`src/rtl/ipsxb_qsgmii_pcs_tx_ctrl_v1_0.sv`:
```
// QSGMII PCS TX per-port sequencer: forced idle until SERDES ready and settled, then
// switches each port only on K28.5 boundaries. Optional QSGMII_TX_K28_1_SUB_EN: port 0 uses K28.1.
// Latency 1 cycle in pass and idle modes; no backpressure, upstream is never stalled.
module ipsxb_qsgmii_pcs_tx_ctrl_v1_0 #(
  parameter int STARTUP_CYCLES = 64,
  parameter int ALIGN_TIMEOUT  = 1024
) (
  input  logic       clk,
  input  logic       rst,
  input  logic       tx_ready,
  input  logic [3:0] port_en,
  input  logic [7:0] p0_txd_in,
  input  logic [7:0] p1_txd_in,
  input  logic [7:0] p2_txd_in,
  input  logic [7:0] p3_txd_in,
  input  logic       p0_txk_in,
  input  logic       p1_txk_in,
  input  logic       p2_txk_in,
  input  logic       p3_txk_in,
  output logic [7:0] p0_txd_out,
  output logic [7:0] p1_txd_out,
  output logic [7:0] p2_txd_out,
  output logic [7:0] p3_txd_out,
  output logic       p0_txk_out,
  output logic       p1_txk_out,
  output logic       p2_txk_out,
  output logic       p3_txk_out,
  output logic [3:0] port_active,
  output logic [1:0] ctrl_state,
  output logic [3:0] align_err
);

  localparam int SW = (STARTUP_CYCLES > 2) ? $clog2(STARTUP_CYCLES) : 1;
  localparam int AW = $clog2(ALIGN_TIMEOUT + 1);
  localparam logic [SW-1:0] SETTLE_LAST = SW'(STARTUP_CYCLES - 1);
  localparam logic [AW-1:0] TIMEOUT     = AW'(ALIGN_TIMEOUT);
  localparam logic [7:0] K28_5 = 8'hBC;
  localparam logic [7:0] K28_1 = 8'h3C;
  localparam logic [7:0] D16_2 = 8'h50;
`ifdef QSGMII_TX_K28_1_SUB_EN
  localparam logic [7:0] P0_COMMA = K28_1;
`else
  localparam logic [7:0] P0_COMMA = K28_5;
`endif

  typedef enum logic [1:0] {
    ST_RESET    = 2'd0,
    ST_WAIT_RDY = 2'd1,
    ST_SETTLE   = 2'd2,
    ST_RUN      = 2'd3
  } state_t;

  state_t          state;
  logic [SW-1:0]   settle_cnt;
  logic [7:0]      din [4];
  logic [3:0]      kin;
  logic [7:0]      dq [4];
  logic [3:0]      kq;
  // phase[i] is the idle phase of the byte produced by the next register update
  logic [3:0]      phase;
  logic [AW-1:0]   tcnt [4];

  logic            run_ok;
  logic            run_drop;
  logic [3:0]      bnd;
  logic [3:0]      pend;
  logic [7:0]      nxt_d [4];
  logic [3:0]      nxt_k;
  logic [3:0]      nxt_phase;
  logic [3:0]      nxt_active;
  logic [AW-1:0]   nxt_cnt [4];
  logic [3:0]      nxt_err;

  assign din[0] = p0_txd_in;
  assign din[1] = p1_txd_in;
  assign din[2] = p2_txd_in;
  assign din[3] = p3_txd_in;
  assign kin    = {p3_txk_in, p2_txk_in, p1_txk_in, p0_txk_in};

  assign p0_txd_out = dq[0];
  assign p1_txd_out = dq[1];
  assign p2_txd_out = dq[2];
  assign p3_txd_out = dq[3];
  assign {p3_txk_out, p2_txk_out, p1_txk_out, p0_txk_out} = kq;
  assign ctrl_state = state;

  always_comb begin
    run_ok     = (state == ST_RUN) && tx_ready;
    run_drop   = (state == ST_RUN) && !tx_ready;
    bnd        = '0;
    pend       = '0;
    nxt_k      = '0;
    nxt_phase  = '0;
    nxt_active = '0;
    nxt_err    = align_err;
    for (int i = 0; i < 4; i++) begin
      bnd[i]       = (din[i] == K28_5) && kin[i];
      nxt_d[i]     = phase[i] ? D16_2 : K28_5;
      nxt_k[i]     = ~phase[i];
      nxt_phase[i] = ~phase[i];
      nxt_cnt[i]   = '0;
      if (run_drop) begin
        nxt_d[i]     = K28_5;
        nxt_k[i]     = 1'b1;
        nxt_phase[i] = 1'b1;
      end else if (run_ok && port_active[i]) begin
        nxt_d[i]      = din[i];
        nxt_k[i]      = kin[i];
        nxt_phase[i]  = phase[i];
        nxt_active[i] = 1'b1;
        if (!port_en[i]) begin
          if (bnd[i]) begin
            // leave on the upstream comma so the idle stream continues with D16.2
            nxt_d[i]      = K28_5;
            nxt_k[i]      = 1'b1;
            nxt_phase[i]  = 1'b1;
            nxt_active[i] = 1'b0;
          end else begin
            pend[i] = 1'b1;
          end
        end
      end else if (run_ok && port_en[i]) begin
        if (!phase[i] && bnd[i]) begin
          nxt_d[i]      = din[i];
          nxt_k[i]      = kin[i];
          nxt_phase[i]  = 1'b0;
          nxt_active[i] = 1'b1;
        end else begin
          pend[i] = 1'b1;
        end
      end
      if (pend[i]) begin
        if (tcnt[i] == TIMEOUT) begin
          nxt_cnt[i] = tcnt[i];
        end else begin
          nxt_cnt[i] = tcnt[i] + AW'(1);
          if (tcnt[i] + AW'(1) == TIMEOUT) nxt_err[i] = 1'b1;
        end
      end
    end
`ifdef QSGMII_TX_K28_1_SUB_EN
    if (nxt_d[0] == K28_5 && nxt_k[0]) nxt_d[0] = K28_1;
`endif
  end

  always_ff @(posedge clk) begin
    if (rst) begin
      state       <= ST_RESET;
      settle_cnt  <= '0;
      port_active <= '0;
      align_err   <= '0;
      phase       <= '0;
      kq          <= '1;
      for (int i = 0; i < 4; i++) begin
        dq[i]   <= (i == 0) ? P0_COMMA : K28_5;
        tcnt[i] <= '0;
      end
    end else begin
      case (state)
        ST_RESET:    state <= ST_WAIT_RDY;
        ST_WAIT_RDY: begin
          if (tx_ready) begin
            state      <= ST_SETTLE;
            settle_cnt <= '0;
          end
        end
        ST_SETTLE: begin
          if (!tx_ready) begin
            state <= ST_WAIT_RDY;
          end else if (settle_cnt == SETTLE_LAST) begin
            state <= ST_RUN;
          end else begin
            settle_cnt <= settle_cnt + SW'(1);
          end
        end
        default: begin
          if (!tx_ready) state <= ST_WAIT_RDY;
        end
      endcase
      port_active <= nxt_active;
      align_err   <= nxt_err;
      phase       <= nxt_phase;
      kq          <= nxt_k;
      for (int i = 0; i < 4; i++) begin
        dq[i]   <= nxt_d[i];
        tcnt[i] <= nxt_cnt[i];
      end
    end
  end

endmodule

```
`config.mk`:
```
export PLATFORM = sky130hd
export DESIGN_NAME = ipsxb_qsgmii_pcs_tx_ctrl_v1_0
export DESIGN_NICKNAME = d
export VERILOG_FILES = /design/src/rtl/ipsxb_qsgmii_pcs_tx_ctrl_v1_0.sv
export SDC_FILE = /design/constraint.sdc
export NUM_CORES = 1
export LEC_CHECK = 0
export CAP_MARGIN = 5
export CORE_MARGIN = 2
export CORE_UTILIZATION = 54
export CTS_BUF_LIST = sky130_fd_sc_hd__clkbuf_4 sky130_fd_sc_hd__clkbuf_8
export DETAILED_ROUTE_END_ITERATION = 6
export MAX_ROUTING_LAYER = met4
export PLACE_DENSITY = 0.94
export SLEW_MARGIN = 20
export SYNTH_ARGS = -nofsm -noshare
export SYNTH_HDL_FRONTEND = slang
export SYNTH_SLANG_ARGS = --single-unit
```
`constraint.sdc`:
```
create_clock -name clk -period 2.3 [get_ports clk]
set_clock_uncertainty 0.2 [all_clocks]
set_input_delay 0.46 -clock clk [delete_from_list [all_inputs] [get_ports clk]]
set_output_delay 0.46 -clock clk [all_outputs]
set_load 0.05 [all_outputs]
```
==> results.toml <==
[clock_tree]
clkSinkCount = 100
path_clk_slew_ns = 0.09
clkLatencyLatePin_ns = 0.37
tritoncts.num_buffers = 9
tritoncts_clock_tree = "done"
htreeDepth = 3
cts-root-buf = "sky130_fd_sc_hd__clkbuf_8"
cts.path.max_buffers = 2

[synthesis]
synth-main-ff-cell = "sky130_fd_sc_hd__dfxtp_1"
synthesis.nets = 595
synth_enable_flop_cells = 0
number_of_warnings_printed_during_yosys_synthesis = 0
synth_register_bits = 100
ys_seq_area_frac = 0.431
synth_largest_area_cell = "sky130_fd_sc_hd__dfxtp_1"
ys_types = 60
asr_flop_ratio_synth = 0
synthesis.area_per_instance_um2 = 8.68
synth.cell_area_um2 = 4640
synthDominantCellAreaShare = 0.431
synth_area_leaders = "sky130_fd_sc_hd__dfxtp_1 (43%), sky130_fd_sc_hd__nor2_1 (5.7%), sky130_fd_sc_hd__nand2_1 (5.1%)"
syn-instance-count = 535

[detailed_routing]
firstDrtPassIters = 7
route.vias.total = 4345
detail_route.drc_violations = 0
avgRoutedWirePerCell_um = 15.4
vias_per_cell = 5.68
drt-initial-drc-count = 266
routed_wl_um = 11800
ant_nets = 0

[flow_run]
maxCapViolCount = 0

[floorplanning]
initial_cell_density_of_the_core = 0.562
die_w_um = 96.7
die_area_um2 = 9350
pin_count = 89
core_area_um2 = 8260
die_h_um = 96.7
core.rowCount = 33

[global_routing]
grt_max_degree = 17
global_route_wire_length_before_repair_um = 19400
global_route.usage.total = 0.254
grt_overflow = 0
initial_antenna_violation_count = 0
first_global_vias = 4236

[sta]
setup_viol = 0
worstMarginPinSlew_ns = 0.513
slew_violations = 0
timing_hold_violations_final = 0
timing.fmax_mhz = 448
layout_worst_path_cycle_share = 0.971
grt_setup_unrepaired = "false"
maxSlewHeadroom = 0.657
period_minus_slack_ns = 2.23

[worst_setup_path]
worstSetupPathType = "reg2out"
slowest_stage = "sky130_fd_sc_hd__clkdlybuf4s50_1"
critical_path.startpoint_type = "flop"
path_depth = 1
r2r.worst_path.cells = 6
max_stage_delay_ns = 0.82
worstPathRequired_ns = 1.64
endpoint_kind_of_the_worst_setup_timing_path = "output pin"
crit_buf_inv = 1
timing.critical_path.arrival_ns = 1.57
timing.critical_path.cells = "clkdlybuf4s50_1"
highest_fanout_seen_on_the_critical_path = 2
crit_family = "buffers and inverters"

[placement]
place_inst = 748
gp_congestion = 0.968
detailed_placer_s_ending_hpwl_um = 8420
placement.io_buffers = 88

[power]
irDropWorstVdd_mv = 0.386
leakage_nw = 2.29
power_per_cell_area_nw_per_um2 = 575
finalPower_mw = 3.51

[finish]
final_cell_count_no_fill = 765
number_of_antenna_cells_inserted = 0
area_growth_pct = 31.7
final_net_count = 715
final_layout_size_suffix_gt1_frac = 0.112

[min_path]
whs_path_depth = 2
worst_hold_path_type = "reg2reg"

[status]
status = "finished clean"
[flip-flops by register name (all words and copies together), names as in the netlist]
| register | flops |
|---|---|
| tcnt | 44 |
| port_active | 4 |
| align_err | 4 |
| settle_cnt | 6 |
| phase | 4 |
| dq | 32 |
| ctrl_state | 2 |
| kq | 4 |
[worst paths after layout]
| kind | from | to | slack (ns) |
|---|---|---|---|
| worst min-delay path | align_err[3] | align_err[3] | 0.27 |
| worst max register to register | tcnt[1][0] | align_err[1] | 0.15 |
| worst min register to register | align_err[3] | align_err[3] | 0.27 |
| worst max-delay path | align_err[2] | align_err[2] | 0.07 |
[per-stage QoR]
step / hold WS, ns / setup TNS [ns] / cell area [µm²] / utilization / setup WS [ns]
after floorplan: 0.258 / 0 / 4640 / - / 0.0118
after detailed placement: 0.264 / -8.62 / 5840 / 0.708 / -0.333
final: 0.273 / 0 / 6110 / 0.740 / 0.0674
after global placement: 0.258 / -6.14 / 5840 / 0.708 / -0.278
after global routing: 0.286 / 0 / 6110 / 0.740 / 0.0139
after CTS: 0.277 / 0 / 6090 / 0.738 / 0.0395
[report_power, final]
group	internal (mW)	switching [mW]
logic	0.166	0.202
registers	1.76	0.0186
clock network	0.752	0.614
total	2.68	0.835
[area by class of cell]
cell class                 count  area [µm²]
multi-input combinational    399        2520
clock inverter                 6         111
sequential                   100        2000
clock buffer                  10         138
inverter                      22        82.6
tap                          105         131
timing repair buffer         123        1130
fill                         574        2140
[cell usage after synthesis, types with 6 or more instances]
cell type and n:
sky130_fd_sc_hd__a21oi_1 12, sky130_fd_sc_hd__mux2i_1 6, sky130_fd_sc_hd__or3_1 6, sky130_fd_sc_hd__inv_1 22, sky130_fd_sc_hd__xnor2_1 24, sky130_fd_sc_hd__nor2_1 71, sky130_fd_sc_hd__o21ai_0 14, sky130_fd_sc_hd__nor3_1 18
sky130_fd_sc_hd__or4_1 6, sky130_fd_sc_hd__xor2_1 26, sky130_fd_sc_hd__nand3_1 20, sky130_fd_sc_hd__nand4_1 17, sky130_fd_sc_hd__and2_1 9, sky130_fd_sc_hd__dfxtp_1 100, sky130_fd_sc_hd__clkbuf_1 10, sky130_fd_sc_hd__ha_1 17
sky130_fd_sc_hd__nand2b_1 11, sky130_fd_sc_hd__and3_1 11, sky130_fd_sc_hd__nand2_1 63
[repair_timing]
action / in CTS / in global routing
gates resized for setup: 4 / 4
hold buffers: 0 / 0
pin swaps: 0 / 1
setup endpoints to repair: 4 / 6
buffers inserted: 0 / 1
[logic make-up after synthesis]
family | synth area share
AO/OA/AOI/OAI | 0.100
XOR/XNOR | 0.0943
adder cells (fa/ha/maj) | 0.0458
buffers and inverters | 0.0302
flip-flops | 0.431
multiplexers | 0.0154
AND/OR/NAND/NOR | 0.283
[per-layer routing]
metal | track usage | part of all wire | vias to the layer above | routed length [µm]
li1 | - | - | 2095 | -
met1 | 0.294 | 0.42 | 2030 | 4960
met2 | 0.440 | 0.50 | 189 | 5850
met3 | 0.0426 | 0.059 | 31 | 697
met4 | 0.102 | 0.025 | 0 | 291
met5 | - | 0 | - | 0
[layout by cell type (no fill, tap or decap), drive strengths merged, types with 3 or more instances in the layout]
master / count
inv: 22
dlygate4sd2: 3
a21o: 4
o41ai: 3
xor2: 26
dfxtp: 100
nor2b: 3
nand2b: 11
and2: 9
a32o: 3
ha: 17
a31o: 3
bufinv: 3
nand3: 21
o21ai: 15
clkbuf: 10
or3: 6
mux2i: 6
nor4: 3
clkdlybuf4s50: 82
nand4: 18
nand2: 63
a21oi: 12
nor3: 19
nor2: 71
xnor2: 24
and3: 12
or4: 7
buf: 38
a211oi: 4
[worst min-delay path: cells and delay by family, from the launching register on]
| family | cells | cell delay [ns] |
|---|---|---|
| AOI/OAI and AO/OA | 1 | 0.05 |
| DFF | 1 | 0.33 |
| buffers and inverters | 1 | 0.05 |
Note: power is estimated with default switching activity, not from simulation.
==> RTL change 1 (same settings) <==
Build with the macro `QSGMII_TX_K28_1_SUB_EN` defined.
--- a/src/rtl/ipsxb_qsgmii_pcs_tx_ctrl_v1_0.sv
+++ b/src/rtl/ipsxb_qsgmii_pcs_tx_ctrl_v1_0.sv
@@ -1,6 +1,8 @@
 // QSGMII PCS TX per-port sequencer: forced idle until SERDES ready and settled, then
 // switches each port only on K28.5 boundaries. Optional QSGMII_TX_K28_1_SUB_EN: port 0 uses K28.1.
 // Latency 1 cycle in pass and idle modes; no backpressure, upstream is never stalled.
+`define QSGMII_TX_K28_1_SUB_EN
+
 module ipsxb_qsgmii_pcs_tx_ctrl_v1_0 #(
   parameter int STARTUP_CYCLES = 64,
   parameter int ALIGN_TIMEOUT  = 1024
Function: changed (Yosys sat finds a counterexample within 4 cycles, from zero or initial values and one cycle with rst high).
==> RTL change 1 against the unedited design <==
The flow now finishes with violations (DRC); worst setup slack hardly changed; sequential cell count stayed put; largest power group unchanged; count of clock-buffer cells in the layout is 2 higher; area after synthesis is 3.3% higher; synthesized cell count is 4.3% higher; sequential share of layout area is 0.59 points lower; wire length is 2.1% higher; cell area is 2.1% higher; total power is 2.2% lower.
==> RTL change 1: results (changes against the unedited design) <==
DP Area: 0.006006 mm² (+2.8%)
Final #Nets: 737 (+3.1%)
Max_slew headroom: 59.54% (-6.2 points)
Delay-heaviest family, CP: buffers and inverters
Leakage power: 2.345 nW (+2.5%)
1st-iter DRT viols: 202 (-24%)
Wire per inst: 15.26 µm (-0.98%)
First-pass GRT wire length: 20.13 mm (+3.8%)
Share of layout cells above drive strength 1: 12.63% (+1.4 points)
WP data arrival: 1.57 ns (about the same)
Failing checks: DRC
CP max-delay cell: clkdlybuf4s50_1
CTS Buf Count: 9 (unchanged)
Clk buf depth: 2 (unchanged)
Syn Nets: 619 (+4.0%)
CTS tree: yes
Residual DRC: 1 (+1)
Netlist cell types: 63 (+5.0%)
DP Cell Count: 773 (+3.3%)
Syn Inst Count: 558 (+4.3%)
Yosys synthesis warning count: 0 (unchanged)
Dpl hpwl: 8.999 mm (+6.9%)
Antenna violations before repair: 0 (unchanged)
Clock Latency Late Sink: 0.37 ns (about the same)
IO buf count: 88 (unchanged)
Worst-path fanout max: 1 (-1)
Largest net degree at the start of global routing: 16 (-1)
Vias in the first global route: 4,422 (+4.4%)
Worst min path class: flip-flop to flip-flop
Drt pass-1 iters: 7 (unchanged)
Routability cong.: 0.8991 (-7.1%)
CP peak stage delay: 0.82 ns (about the same)
H-tree lvl count: 3 (unchanged)
Biggest registers after layout: tcnt (44), dq (32), settle_cnt (6)
Maximum vdd drop: 0.3671 mV (-4.9%)
Layout area overhead: 30.17%
# resized after CTS: 2 (-2)
Worst slack, placed: -0.2418 ns (+0.09093 ns)
Most frequent cells after synthesis: dfxtp_1, nor2_1, nand2_1
CTS Root Cell: clkbuf_8
Worst-path clk slew: 0.09 ns (about the same)
Vias/cell: 5.606 (-1.3%)
Sequential area share after synthesis: 41.75% (-1.4 points)
Gr usage total: 26.24% (+0.82 points)
# diodes: 0 (unchanged)
Largest cells by area after synthesis: dfxtp_1, nor2_1, xnor2_1
Ys async rst share: 0% (unchanged)
# Post-CTS Setup Buffers: 0 (unchanged)
Hold-fix buffers at CTS: 0 (unchanged)
Outcome: finished with violations
Drt total wl: 12.04 mm (+2.1%)
Filler cell count: 628 (+9.4%)
## RTL change 1: cell types whose count changed after synthesis, sizes merged, moves of 4 or more
cell	unedited run	this run
a21o	4	9
and2	9	13
buf	4	11
inv	22	17
mux2i	6	1
nand2	63	58
nor2	71	86
nor4	3	8
or3	6	1
or4	7	0
## RTL change 1: kinds of logic after synthesis
logic type / share of synthesized area, %
simple gates: 27.84
mux: 0.9133
flops: 41.75
buf+inv: 3.836
xor+xnor: 9.682
fa+ha+maj: 4.697
compound gates: 11.27
## RTL change 1: final timing paths
kind | slack, ns | startpoint | end | cells past startpoint
setup / recovery | 0.07 | dq[1][5]$_SDFF_PP1_ | p1_txd_out[5] | 1
hold / removal | 0.27 | align_err[1]$_SDFFE_PP0P_ | align_err[1]$_SDFFE_PP0P_ | 2
hold reg to reg | 0.27 | align_err[1]$_SDFFE_PP0P_ | align_err[1]$_SDFFE_PP0P_ | 2
setup reg to reg | 0.14 | tcnt[3][2]$_SDFFE_PP0P_ | align_err[3]$_SDFFE_PP0P_ | 5
## RTL change 1: area by class of cell
cell class                      count  share of cell area [%]
Multi-Input combinational cell    417                   42.18
Sequential cell                   100                   32.16
Tap cell                          108                   2.165
Clock inverter                      4                  0.7618
Clock buffer                       12                   2.546
Timing Repair Buffer              131                   19.17
Inverter                           17                   1.022
## RTL change 1: power breakdown
part	switching (mW)	internal, mW	total (mW)
logic	0.264	0.207	0.471
registers	0.0304	1.77	1.80
clock network	0.596	0.571	1.17
## RTL change 1: layer usage
| layer | track usage [%] | vias to the layer above | wire length [µm] |
|---|---|---|---|
| li1 | - | 2151 | - |
| met1 | 30.21 | 2111 | 4990 |
| met2 | 45.79 | 135 | 6224 |
| met3 | 5.655 | 26 | 615 |
| met4 | 8.114 | 0 | 212 |
| met5 | - | - | 0 |
==> RTL change 2 (same flow settings) <==
Without the edit above. Put a register stage on the outputs `p0_txd_out`, `p1_txd_out`, `p2_txd_out` and `p3_txd_out`, without a reset. The values now appear one clock later. The other outputs are not delayed to match.
--- a/src/rtl/ipsxb_qsgmii_pcs_tx_ctrl_v1_0.sv
+++ b/src/rtl/ipsxb_qsgmii_pcs_tx_ctrl_v1_0.sv
@@ -77,10 +77,12 @@
   assign din[3] = p3_txd_in;
   assign kin    = {p3_txk_in, p2_txk_in, p1_txk_in, p0_txk_in};
 
-  assign p0_txd_out = dq[0];
-  assign p1_txd_out = dq[1];
-  assign p2_txd_out = dq[2];
-  assign p3_txd_out = dq[3];
+  always_ff @(posedge clk) begin
+    p0_txd_out <= dq[0];
+    p1_txd_out <= dq[1];
+    p2_txd_out <= dq[2];
+    p3_txd_out <= dq[3];
+  end
   assign {p3_txk_out, p2_txk_out, p1_txk_out, p0_txk_out} = kq;
   assign ctrl_state = state;
 
Function: changed (Yosys sat finds a counterexample within 4 cycles, from zero or initial values and one cycle with rst high).
==> RTL change 2 against the unedited design <==
Wire length is 17% higher; combinational power decreased by 1%; total power is 42% higher; worst setup slack got worse by 0.024 ns; cell area up 14%; highest routed layer unchanged; largest power group unchanged; area after synthesis grew 13%; first-iteration DRC count increased by 40%; sequential cell count increased by 32.
==> RTL change 2: results (changes against the unedited design) <==
Fin cells: 825 (+7.8%)
Total sequential power: 2.36 mW (+33%)
CTS Buf Count: 17 (+8)
Leakage power: 2.752 nW (+20%)
M3 GR Usage: 6.373% (+2.1 points)
Largest cells by area after synthesis: dfxtp_1, nor2_1, nand2_1
Share of layout cells above drive strength 1: 13.51% (+2.3 points)
Outcome: complete, no violations
H-tree lvl count: 4 (+1)
First-pass GRT wire length: 21.86 mm (+13%)
Final #Nets: 743 (+3.9%)
Drt pass-1 iters: 5 (-2)
Net Switching: 1.147 mW (+37%)
Gr usage total: 27.71% (+2.3 points)
Routability cong.: 0.8894 (-8.1%)
Biggest registers after layout: tcnt (44), dq (32)
Antenna violations before repair: 0 (unchanged)
Met2 Use GR: 48.16% (+4.2 points)
Clk buf depth: 2 (unchanged)
M1 wire length: 5.368 mm (+8.3%)
Maximum vdd drop: 0.3847 mV (-0.31%)
Hold depth: 0 (-2)
Comb power frac: 7.3% (-3.2 points)
Vias: 4,671 (+7.5%)
Clock share of power: 45.2% (+6.3 points)
Met1 Resource Use GR: 29.13% (-0.24 points)
DR WL met2: 6.925 mm (+18%)
Most frequent cells after synthesis: dfxtp_1, nor2_1, nand2_1
Worst-path fanout max: 1 (-1)
WP data arrival: 1.60 ns (+0.03 ns)
Syn Nets: 615 (+3.4%)
Dpl hpwl: 8.827 mm (+4.9%)
1st-iter DRT viols: 372 (+40%)
Netlist cell types: 58 (-3.3%)
Sequential area share after synthesis: 50.36% (+7.2 points)
Yosys synthesis warning count: 0 (unchanged)
Met3 WL: 900 µm (+29%)
Wire per inst: 16.76 µm (+8.7%)
Filler cell count: 542 (-5.6%)
Clock Latency Late Sink: 0.45 ns (+0.08 ns)
Syn Inst Count: 555 (+3.7%)
Worst-path clk slew: 0.07 ns (-0.02 ns)
Pin slew with the least headroom to its limit: 0.5375 ns (+0.02483 ns)
DP Cell Count: 793 (+6.0%)
-- RTL change 2: cell types whose count changed in the layout (fill, tap and decap cells not counted), moves of 6 or more --
cell | before | now
o21ai_0 | 14 | 5
inv_1 | 22 | 16
clkbuf_8 | 10 | 17
dfxtp_1 | 100 | 130
nand2b_1 | 11 | 19
-- RTL change 2: final cells by class --
type | count | area, µm² | share of cell area, %
sequential | 132 | 2645 | 38.04
clock inverter | 12 | 202.7 | 2.915
timing repair buffer | 125 | 1144 | 16.44
clock buffer | 20 | 256.5 | 3.688
inverter | 16 | 60.06 | 0.8636
multi-input combinational | 391 | 2485 | 35.73
tap | 129 | 161.4 | 2.321
-- RTL change 2: logic make-up after synthesis --
kind of cell / after synthesis / synth area share, %
XOR/XNOR: 46 / 7.678
multiplexers: 8 / 1.574
adder cells (fa/ha/maj): 17 / 4.053
AO/OA/AOI/OAI: 64 / 9.228
AND/OR/NAND/NOR: 256 / 24.77
buffers and inverters: 32 / 2.337
flip-flops: 132 / 50.36
-- RTL change 2: stage by stage --
step	TNS [ns]	utilization [%]	setup WS, ns	instance area (µm²)
floorplan	0	-	0.1339	5250
global route	0	74.55	0.004459	6954
global placement	-1.018	69.63	-0.1145	6495
finish	0	74.55	0.04351	6954
detailed placement	-2.801	69.63	-0.1486	6495
CTS	0	74.50	0.01428	6949
-- RTL change 2: worst paths after layout --
check	from	endpoint	slack, ns
max	p3_txd_out[4]$_DFF_P_	p3_txd_out[4]	0.04
min	dq[3][5]$_SDFF_PP1_	p3_txd_out[5]$_DFF_P_	0.13
max reg2reg	tcnt[0][1]$_SDFFE_PP0P_	align_err[0]$_SDFFE_PP0P_	0.12
min reg2reg	dq[3][5]$_SDFF_PP1_	p3_txd_out[5]$_DFF_P_	0.13
